$ cat config.mk
export PLATFORM = sky130hd
export DESIGN_NAME = ex_muldiv_hilo_flat
export DESIGN_NICKNAME = d
export VERILOG_FILES = /design/src/rtl/ex_muldiv_hilo_if.sv /design/src/rtl/ex_muldiv_hilo.sv /design/src/flat_wrapper.sv
export SDC_FILE = /design/constraint.sdc
export NUM_CORES = 1
export LEC_CHECK = 0
export BUFFER_PORTS_ARGS = -buffer_cell sky130_fd_sc_hd__buf_2
export CAP_MARGIN = 15
export CORE_UTILIZATION = 50
export CTS_CLUSTER_DIAMETER = 30
export DETAILED_ROUTE_END_ITERATION = 7
export GPL_ROUTABILITY_DRIVEN = 1
export PLACE_DENSITY_LB_ADDON = 0.08
export SLEW_MARGIN = 20
export SYNTH_ARGS = -nofsm -noshare
export SYNTH_HDL_FRONTEND = slang
export SYNTH_SLANG_ARGS = --single-unit
$ cat constraint.sdc
create_clock -name clk -period 9.67 [get_ports clk]
set_input_delay 0.967 -clock clk [delete_from_list [all_inputs] [get_ports clk]]
set_output_delay 0.967 -clock clk [all_outputs]
set_load 0.005 [all_outputs]
$ cat src/rtl/ex_muldiv_hilo_if.sv
// Execute-stage multiply/divide and HI/LO access bundle.
// master: the ID/EX side that presents operands and control.
// slave:  the multiply/divide unit that owns HI/LO and drives stall.
interface ex_muldiv_hilo_if #(
    parameter int XLEN = 32
);
    logic [XLEN-1:0] ex_A;
    logic [XLEN-1:0] ex_B;
    logic            op_valid;
    logic [1:0]      op;
    logic [1:0]      ex_whilo;
    logic [XLEN-1:0] ex_wdata;
    logic            flush;
    logic            stall;
    logic [XLEN-1:0] hi;
    logic [XLEN-1:0] lo;

    modport master (
        output ex_A, ex_B, op_valid, op, ex_whilo, ex_wdata, flush,
        input  stall, hi, lo
    );

    modport slave (
        input  ex_A, ex_B, op_valid, op, ex_whilo, ex_wdata, flush,
        output stall, hi, lo
    );
endinterface

$ cat src/rtl/ex_muldiv_hilo.sv
// Iterative MULT/MULTU/DIV/DIVU unit owning the architectural HI/LO registers.
// Operands are reduced to magnitudes on acceptance, processed by 32 restoring
// divide or shift-add multiply steps, then sign-corrected in FIX, which writes
// HI/LO. Stall holds the front of the pipe until the result is committed.
// Optional macro MULDIV_FAST_MUL_EN: multiplies use a single-cycle product and
// go straight from IDLE to FIX (divide timing unchanged).
module ex_muldiv_hilo #(
    parameter int XLEN = 32
) (
    input  logic                clk,
    input  logic                reset,
    ex_muldiv_hilo_if.slave     bus
);

    typedef enum logic [1:0] {
        S_IDLE = 2'd0,
        S_ITER = 2'd1,
        S_FIX  = 2'd2,
        S_DONE = 2'd3
    } state_t;

    state_t          state_q,   state_d;
    logic [4:0]      counter_q, counter_d;
    logic [XLEN-1:0] acc_hi_q,  acc_hi_d;   // remainder / product high half
    logic [XLEN-1:0] acc_lo_q,  acc_lo_d;   // dividend->quotient / multiplier->product low
    logic [XLEN-1:0] opnd_b_q,  opnd_b_d;   // divisor magnitude or multiplicand magnitude
    logic            is_div_q,  is_div_d;
    logic            sign_a_q,  sign_a_d;
    logic            sign_b_q,  sign_b_d;
    logic [XLEN-1:0] hi_q,      hi_d;
    logic [XLEN-1:0] lo_q,      lo_d;
    logic            stall;

    // Operand magnitudes; op[0]==0 selects the signed forms.
    logic            op_signed;
    logic [XLEN-1:0] abs_a;
    logic [XLEN-1:0] abs_b;

    // One iteration of each algorithm, computed from the accumulator.
    logic [XLEN:0]   rem_shift;
    logic [XLEN:0]   rem_diff;
    logic [XLEN:0]   mul_sum;

    // Sign-corrected results presented to HI/LO during FIX.
    logic [2*XLEN-1:0] prod_raw;
    logic [2*XLEN-1:0] prod_fix;
    logic [XLEN-1:0]   quot_fix;
    logic [XLEN-1:0]   rem_fix;

    logic            mt_allowed;

    // Datapath helpers: magnitudes, single algorithm steps and sign fixup.
    always_comb begin
        op_signed = ~bus.op[0];
        abs_a     = (op_signed && bus.ex_A[XLEN-1]) ? -bus.ex_A : bus.ex_A;
        abs_b     = (op_signed && bus.ex_B[XLEN-1]) ? -bus.ex_B : bus.ex_B;

        rem_shift = {acc_hi_q, acc_lo_q[XLEN-1]};
        rem_diff  = rem_shift - {1'b0, opnd_b_q};
        mul_sum   = {1'b0, acc_hi_q} + (acc_lo_q[0] ? {1'b0, opnd_b_q} : {(XLEN+1){1'b0}});

        prod_raw  = {acc_hi_q, acc_lo_q};
        prod_fix  = (sign_a_q ^ sign_b_q) ? -prod_raw : prod_raw;
        quot_fix  = (sign_a_q ^ sign_b_q) ? -acc_lo_q : acc_lo_q;
        rem_fix   = sign_a_q ? -acc_hi_q : acc_hi_q;
    end

    // Control FSM, iteration datapath and HI/LO update.
    always_comb begin
        state_d    = state_q;
        counter_d  = counter_q;
        acc_hi_d   = acc_hi_q;
        acc_lo_d   = acc_lo_q;
        opnd_b_d   = opnd_b_q;
        is_div_d   = is_div_q;
        sign_a_d   = sign_a_q;
        sign_b_d   = sign_b_q;
        hi_d       = hi_q;
        lo_d       = lo_q;
        stall      = 1'b0;
        // MTHI/MTLO only when no mul/div is being accepted and nothing is killed.
        mt_allowed = ~bus.op_valid & ~bus.flush;

        case (state_q)
            S_IDLE: begin
                if (bus.op_valid && !bus.flush) begin
                    stall     = 1'b1;
                    is_div_d  = bus.op[1];
                    sign_a_d  = op_signed & bus.ex_A[XLEN-1];
                    sign_b_d  = op_signed & bus.ex_B[XLEN-1];
                    opnd_b_d  = abs_b;
                    counter_d = 5'd0;
                    acc_hi_d  = '0;
                    acc_lo_d  = abs_a;
                    state_d   = S_ITER;
`ifdef MULDIV_FAST_MUL_EN
                    // Multiplies bypass iteration: the full product lands now.
                    if (!bus.op[1]) begin
                        {acc_hi_d, acc_lo_d} = {{XLEN{1'b0}}, abs_a} * {{XLEN{1'b0}}, abs_b};
                        state_d              = S_FIX;
                    end
`endif
                end else if (mt_allowed) begin
                    if (bus.ex_whilo[1]) hi_d = bus.ex_wdata;
                    if (bus.ex_whilo[0]) lo_d = bus.ex_wdata;
                end
            end

            S_ITER: begin
                stall = 1'b1;
                if (bus.flush) begin
                    state_d   = S_IDLE;
                    counter_d = 5'd0;
                end else begin
                    if (is_div_q) begin
                        // Restoring step: keep the trial difference when non-negative.
                        if (!rem_diff[XLEN]) begin
                            acc_hi_d = rem_diff[XLEN-1:0];
                            acc_lo_d = {acc_lo_q[XLEN-2:0], 1'b1};
                        end else begin
                            acc_hi_d = rem_shift[XLEN-1:0];
                            acc_lo_d = {acc_lo_q[XLEN-2:0], 1'b0};
                        end
                    end else begin
                        // Shift-add step: conditional add, then shift the 65-bit pair right.
                        acc_hi_d = mul_sum[XLEN:1];
                        acc_lo_d = {mul_sum[0], acc_lo_q[XLEN-1:1]};
                    end
                    if (counter_q == 5'd31) begin
                        counter_d = 5'd0;
                        state_d   = S_FIX;
                    end else begin
                        counter_d = counter_q + 5'd1;
                    end
                end
            end

            S_FIX: begin
                stall = 1'b1;
                if (bus.flush) begin
                    state_d = S_IDLE;
                end else begin
                    if (is_div_q) begin
                        lo_d = quot_fix;
                        hi_d = rem_fix;
                    end else begin
                        hi_d = prod_fix[2*XLEN-1:XLEN];
                        lo_d = prod_fix[XLEN-1:0];
                    end
                    state_d = S_DONE;
                end
            end

            S_DONE: begin
                // The finishing instruction is still in EX; op_valid is not a new request.
                state_d = S_IDLE;
                if (mt_allowed) begin
                    if (bus.ex_whilo[1]) hi_d = bus.ex_wdata;
                    if (bus.ex_whilo[0]) lo_d = bus.ex_wdata;
                end
            end

            default: begin
                state_d = S_IDLE;
            end
        endcase
    end

    // State and architectural register update with synchronous reset.
    always_ff @(posedge clk) begin
        if (reset) begin
            state_q   <= S_IDLE;
            counter_q <= 5'd0;
            acc_hi_q  <= '0;
            acc_lo_q  <= '0;
            opnd_b_q  <= '0;
            is_div_q  <= 1'b0;
            sign_a_q  <= 1'b0;
            sign_b_q  <= 1'b0;
            hi_q      <= '0;
            lo_q      <= '0;
        end else begin
            state_q   <= state_d;
            counter_q <= counter_d;
            acc_hi_q  <= acc_hi_d;
            acc_lo_q  <= acc_lo_d;
            opnd_b_q  <= opnd_b_d;
            is_div_q  <= is_div_d;
            sign_a_q  <= sign_a_d;
            sign_b_q  <= sign_b_d;
            hi_q      <= hi_d;
            lo_q      <= lo_d;
        end
    end

    // Output drive.
    always_comb begin
        bus.stall = stall;
        bus.hi    = hi_q;
        bus.lo    = lo_q;
    end

endmodule

$ cat src/flat_wrapper.sv
// flat-port wrapper written by rule: the top's interface ports become plain ports
module ex_muldiv_hilo_flat 
#(
    parameter int XLEN = 32
)
  (clk, reset, bus_ex_A, bus_ex_B, bus_op_valid, bus_op, bus_ex_whilo, bus_ex_wdata, bus_flush, bus_stall, bus_hi, bus_lo);
  ex_muldiv_hilo_if #(.XLEN(XLEN)) bus_i ();
  input  logic clk;
  input  logic reset;
  input wire logic [$bits(bus_i.ex_A)-1:0] bus_ex_A;
  input wire logic [$bits(bus_i.ex_B)-1:0] bus_ex_B;
  input wire logic [$bits(bus_i.op_valid)-1:0] bus_op_valid;
  input wire logic [$bits(bus_i.op)-1:0] bus_op;
  input wire logic [$bits(bus_i.ex_whilo)-1:0] bus_ex_whilo;
  input wire logic [$bits(bus_i.ex_wdata)-1:0] bus_ex_wdata;
  input wire logic [$bits(bus_i.flush)-1:0] bus_flush;
  output wire logic [$bits(bus_i.stall)-1:0] bus_stall;
  output wire logic [$bits(bus_i.hi)-1:0] bus_hi;
  output wire logic [$bits(bus_i.lo)-1:0] bus_lo;
  assign bus_i.ex_A = bus_ex_A;
  assign bus_i.ex_B = bus_ex_B;
  assign bus_i.op_valid = bus_op_valid;
  assign bus_i.op = bus_op;
  assign bus_i.ex_whilo = bus_ex_whilo;
  assign bus_i.ex_wdata = bus_ex_wdata;
  assign bus_i.flush = bus_flush;
  assign bus_stall = bus_i.stall;
  assign bus_hi = bus_i.hi;
  assign bus_lo = bus_i.lo;
  ex_muldiv_hilo #(.XLEN(XLEN)) u_core (.clk(clk), .reset(reset), .bus(bus_i));
endmodule
==> flow_metrics.tcl <==
set metrics [dict create \
    status "finished clean" \
    die-area_mm2 0.0291 \
    start_util 0.510 \
    tns_ns 0 \
    dieHeight_um 171 \
    period_needed_ns 4.67 \
    finalMaxSlewViolations 0 \
    root_buffer "clkbuf_16" \
    p_leak_nw 6.46 \
    cts.clk_slew.worst_paths_ns 0.08 \
    cap_viol_max_count 0 \
    power_density_mw_per_mm2 130 \
    finalSetupViolCount 0 \
    ys_async_sr_fraction 0 \
    row_count 61 \
    min-delay-path-class "flip-flop to flip-flop" \
    worst_pin_slew_ns 1.03 \
    dp_hpwl_um 36400 \
    slew_headroom 0.316 \
    peakVddDrop_mv 0.0910 \
    first_iter_violations 1451 \
    yosys_most_used_dff "dfxtp_1" \
    drcViolationCount 0 \
    first_pass_iters 5 \
    grt_overflow 0 \
    avgSynthCellArea_um2 7.35 \
    area_growth_pct 11.5 \
    vias_per_cell 6.13 \
    path_class "flip-flop to flip-flop" \
    p_sw_frac 0.370 \
    clock_latency_ns 0.44 \
    cts_sinks 170 \
    fp.dieW_um 171 \
    cts_hold_buffers 0 \
    syn_area_mm2 0.0142 \
    grt_pass1_vias 12900 \
    layout-drive-gt1-share 0.123 \
    synth_cells 1931 \
    grt_max_degree 101 \
    synth_fp_nets 2112 \
    antenna_found_initial 0 \
    finalClockSkew_ns 0.0142 \
    cts_buffers 17 \
    p_int_mw 1.30 \
    utilization 0.568 \
    wl_um 48000 \
    hold_ws_ns 0.449 \
    end_kind "flip-flop" \
    core_area_mm2 0.0279 \
    crit_arrival_ns 4.99 \
    cts_resized 0 \
    gp_congestion 0.976 \
    ys_types 72 \
    pwr-share-comb 0.287 \
    io_buffers 168 \
    ys_ff_latch 170 \
    required_ns 9.99 \
    critPathMaxFanout 15 \
    htreeDepth 4 \
    diodes 0 \
    cts_buffer_depth 2 \
    hold_viol_final 0 \
    max_freq_mhz 214 \
    post_cts_buffers 0 \
    rsz0062_at_grt "no" \
    cts_tree "yes" \
    ys_seq_area_frac 0.240 \
    layout.nets 2200 \
    gr-usage-all-layers 0.325 \
    p_seq_frac 0.382 \
    worstSetupStartpointType "flip-flop" \
    ioPinCount 169 \
    grt_pass1_wl_um 73400 \
    wl_per_cell_um 19.9 \
    synth-edff-count 0 \
    ant_nets 0 \
    yosys_warnings 0 \
    clkPwrFrac 0.331 \
    period_share 0.483 \
    power_mw 2.06 \
    p_sw_uw 763 \
    vias 14800 \
]
layout by cell type, fill, tap and decap left out, types with 25 or more instances in the layout:
cell type  netlist  routed
nor2_1         213     212
dfxtp_1        170     169
o31ai_1         25      25
o211ai_1        48      48
a21o_1          36      36
mux2i_1         58      58
nand2_1        192     192
o21ai_0        124     124
xor2_1          80      80
a21oi_1        210     209
buf_2            3     167
nor3_1          40      39
xnor2_1         93      92
a211oi_1        64      64
ha_1            75      73
or3_1           25      25
inv_1           67      67
cells in the mapped netlist (23+ instances only):
master | n | share of area
nand2_1 | 192 | 0.051
a21oi_1 | 210 | 0.074
inv_1 | 67 | 0.018
dfxtp_1 | 170 | 0.24
a21o_1 | 36 | 0.019
xor2_1 | 80 | 0.049
o21ai_0 | 124 | 0.044
clkbuf_1 | 105 | 0.028
nand2b_1 | 23 | 0.010
or3_1 | 25 | 0.011
o31ai_1 | 25 | 0.013
nor2_1 | 213 | 0.056
o211ai_1 | 48 | 0.025
mux2i_1 | 58 | 0.041
nor3_1 | 40 | 0.014
a211oi_1 | 64 | 0.034
xnor2_1 | 93 | 0.057
ha_1 | 75 | 0.066
critical path, stage by stage (launching register included):
cell,delay [ns]
dfxtp_1,0.66
ha_1,0.37
o211a_1,0.23
o31ai_1,0.10
a31oi_1,0.30
a211o_1,0.40
a31oi_1,0.49
mux2i_1,0.44
nor2_2,0.76
buf_4,0.40
a211oi_1,0.12
a221o_1,0.26
logic make-up (layout without fill, tap and decap cells):
group	count (synthesis)	in the layout	share of synthesized area
multiplexers	61	61	0.0433
flip-flops	170	170	0.240
AND/OR/NAND/NOR	613	613	0.198
adder cells (fa/ha/maj)	77	77	0.0689
XOR/XNOR	173	173	0.107
AO/OA/AOI/OAI	650	650	0.292
buffers and inverters	187	288	0.0507
final timing paths:
check	start	endpoint	slack, ns	cells past startpoint
worst min-delay path	u_core.bus.hi[9]$_SDFFE_PP0P_	u_core.bus.hi[9]$_SDFFE_PP0P_	0.45	1
worst min register to register	u_core.bus.hi[9]$_SDFFE_PP0P_	u_core.bus.hi[9]$_SDFFE_PP0P_	0.45	1
worst max register to register	u_core.acc_hi_q[2]$_SDFFE_PP0P_	u_core.acc_hi_q[1]$_SDFFE_PP0P_	5.00	11
worst max-delay path	u_core.acc_hi_q[2]$_SDFFE_PP0P_	u_core.acc_hi_q[1]$_SDFFE_PP0P_	5.00	11
registers in the layout (all words and copies together), names as in the netlist, 2 cells and up:
register	flops
u_core.bus.lo	32
u_core.acc_hi_q	32
u_core.opnd_b_q	32
u_core.acc_lo_q	32
u_core.counter_q	5
u_core.bus.hi	32
u_core.state_q	2
through the flow:
step                      std cells  instance area, µm²  worst slack, ns
after floorplan                1931               14200             6.14
after global placement         2378               15200             5.32
after detailed placement       2378               15300             5.15
after CTS                      2410               15800             5.11
after global routing           2410               15800             4.73
final                          2410               15800             5.00
final cells by class:
cell class | count | area (µm²)
clock buffers | 17 | 425
clock inverters | 15 | 151
fillers | 2689 | 12000
inverters | 69 | 259
multi-input cells | 1574 | 10100
flip-flops and latches | 170 | 3400
well taps | 378 | 473
repair buffers | 187 | 986
power groups by stage:
stage | Clock [mW] | Combinational [mW] | Sequential, mW
after floorplan | 0 | 0.416 | 0.780
after global placement | 0 | 0.576 | 0.800
after detailed placement | 0 | 0.578 | 0.802
after CTS | 0.691 | 0.581 | 0.786
after global routing | 0.718 | 0.648 | 0.793
final | 0.684 | 0.592 | 0.788
metal layers:
layer  up-vias  routed length, µm  track usage
met2       628              20100        0.468
met5         -                  0            0
met1      6895              23000        0.487
met3        53               3830       0.0546
met4         0               1020       0.0952
li1       7194                  -            -
Note: power is estimated with default switching activity, not from simulation.
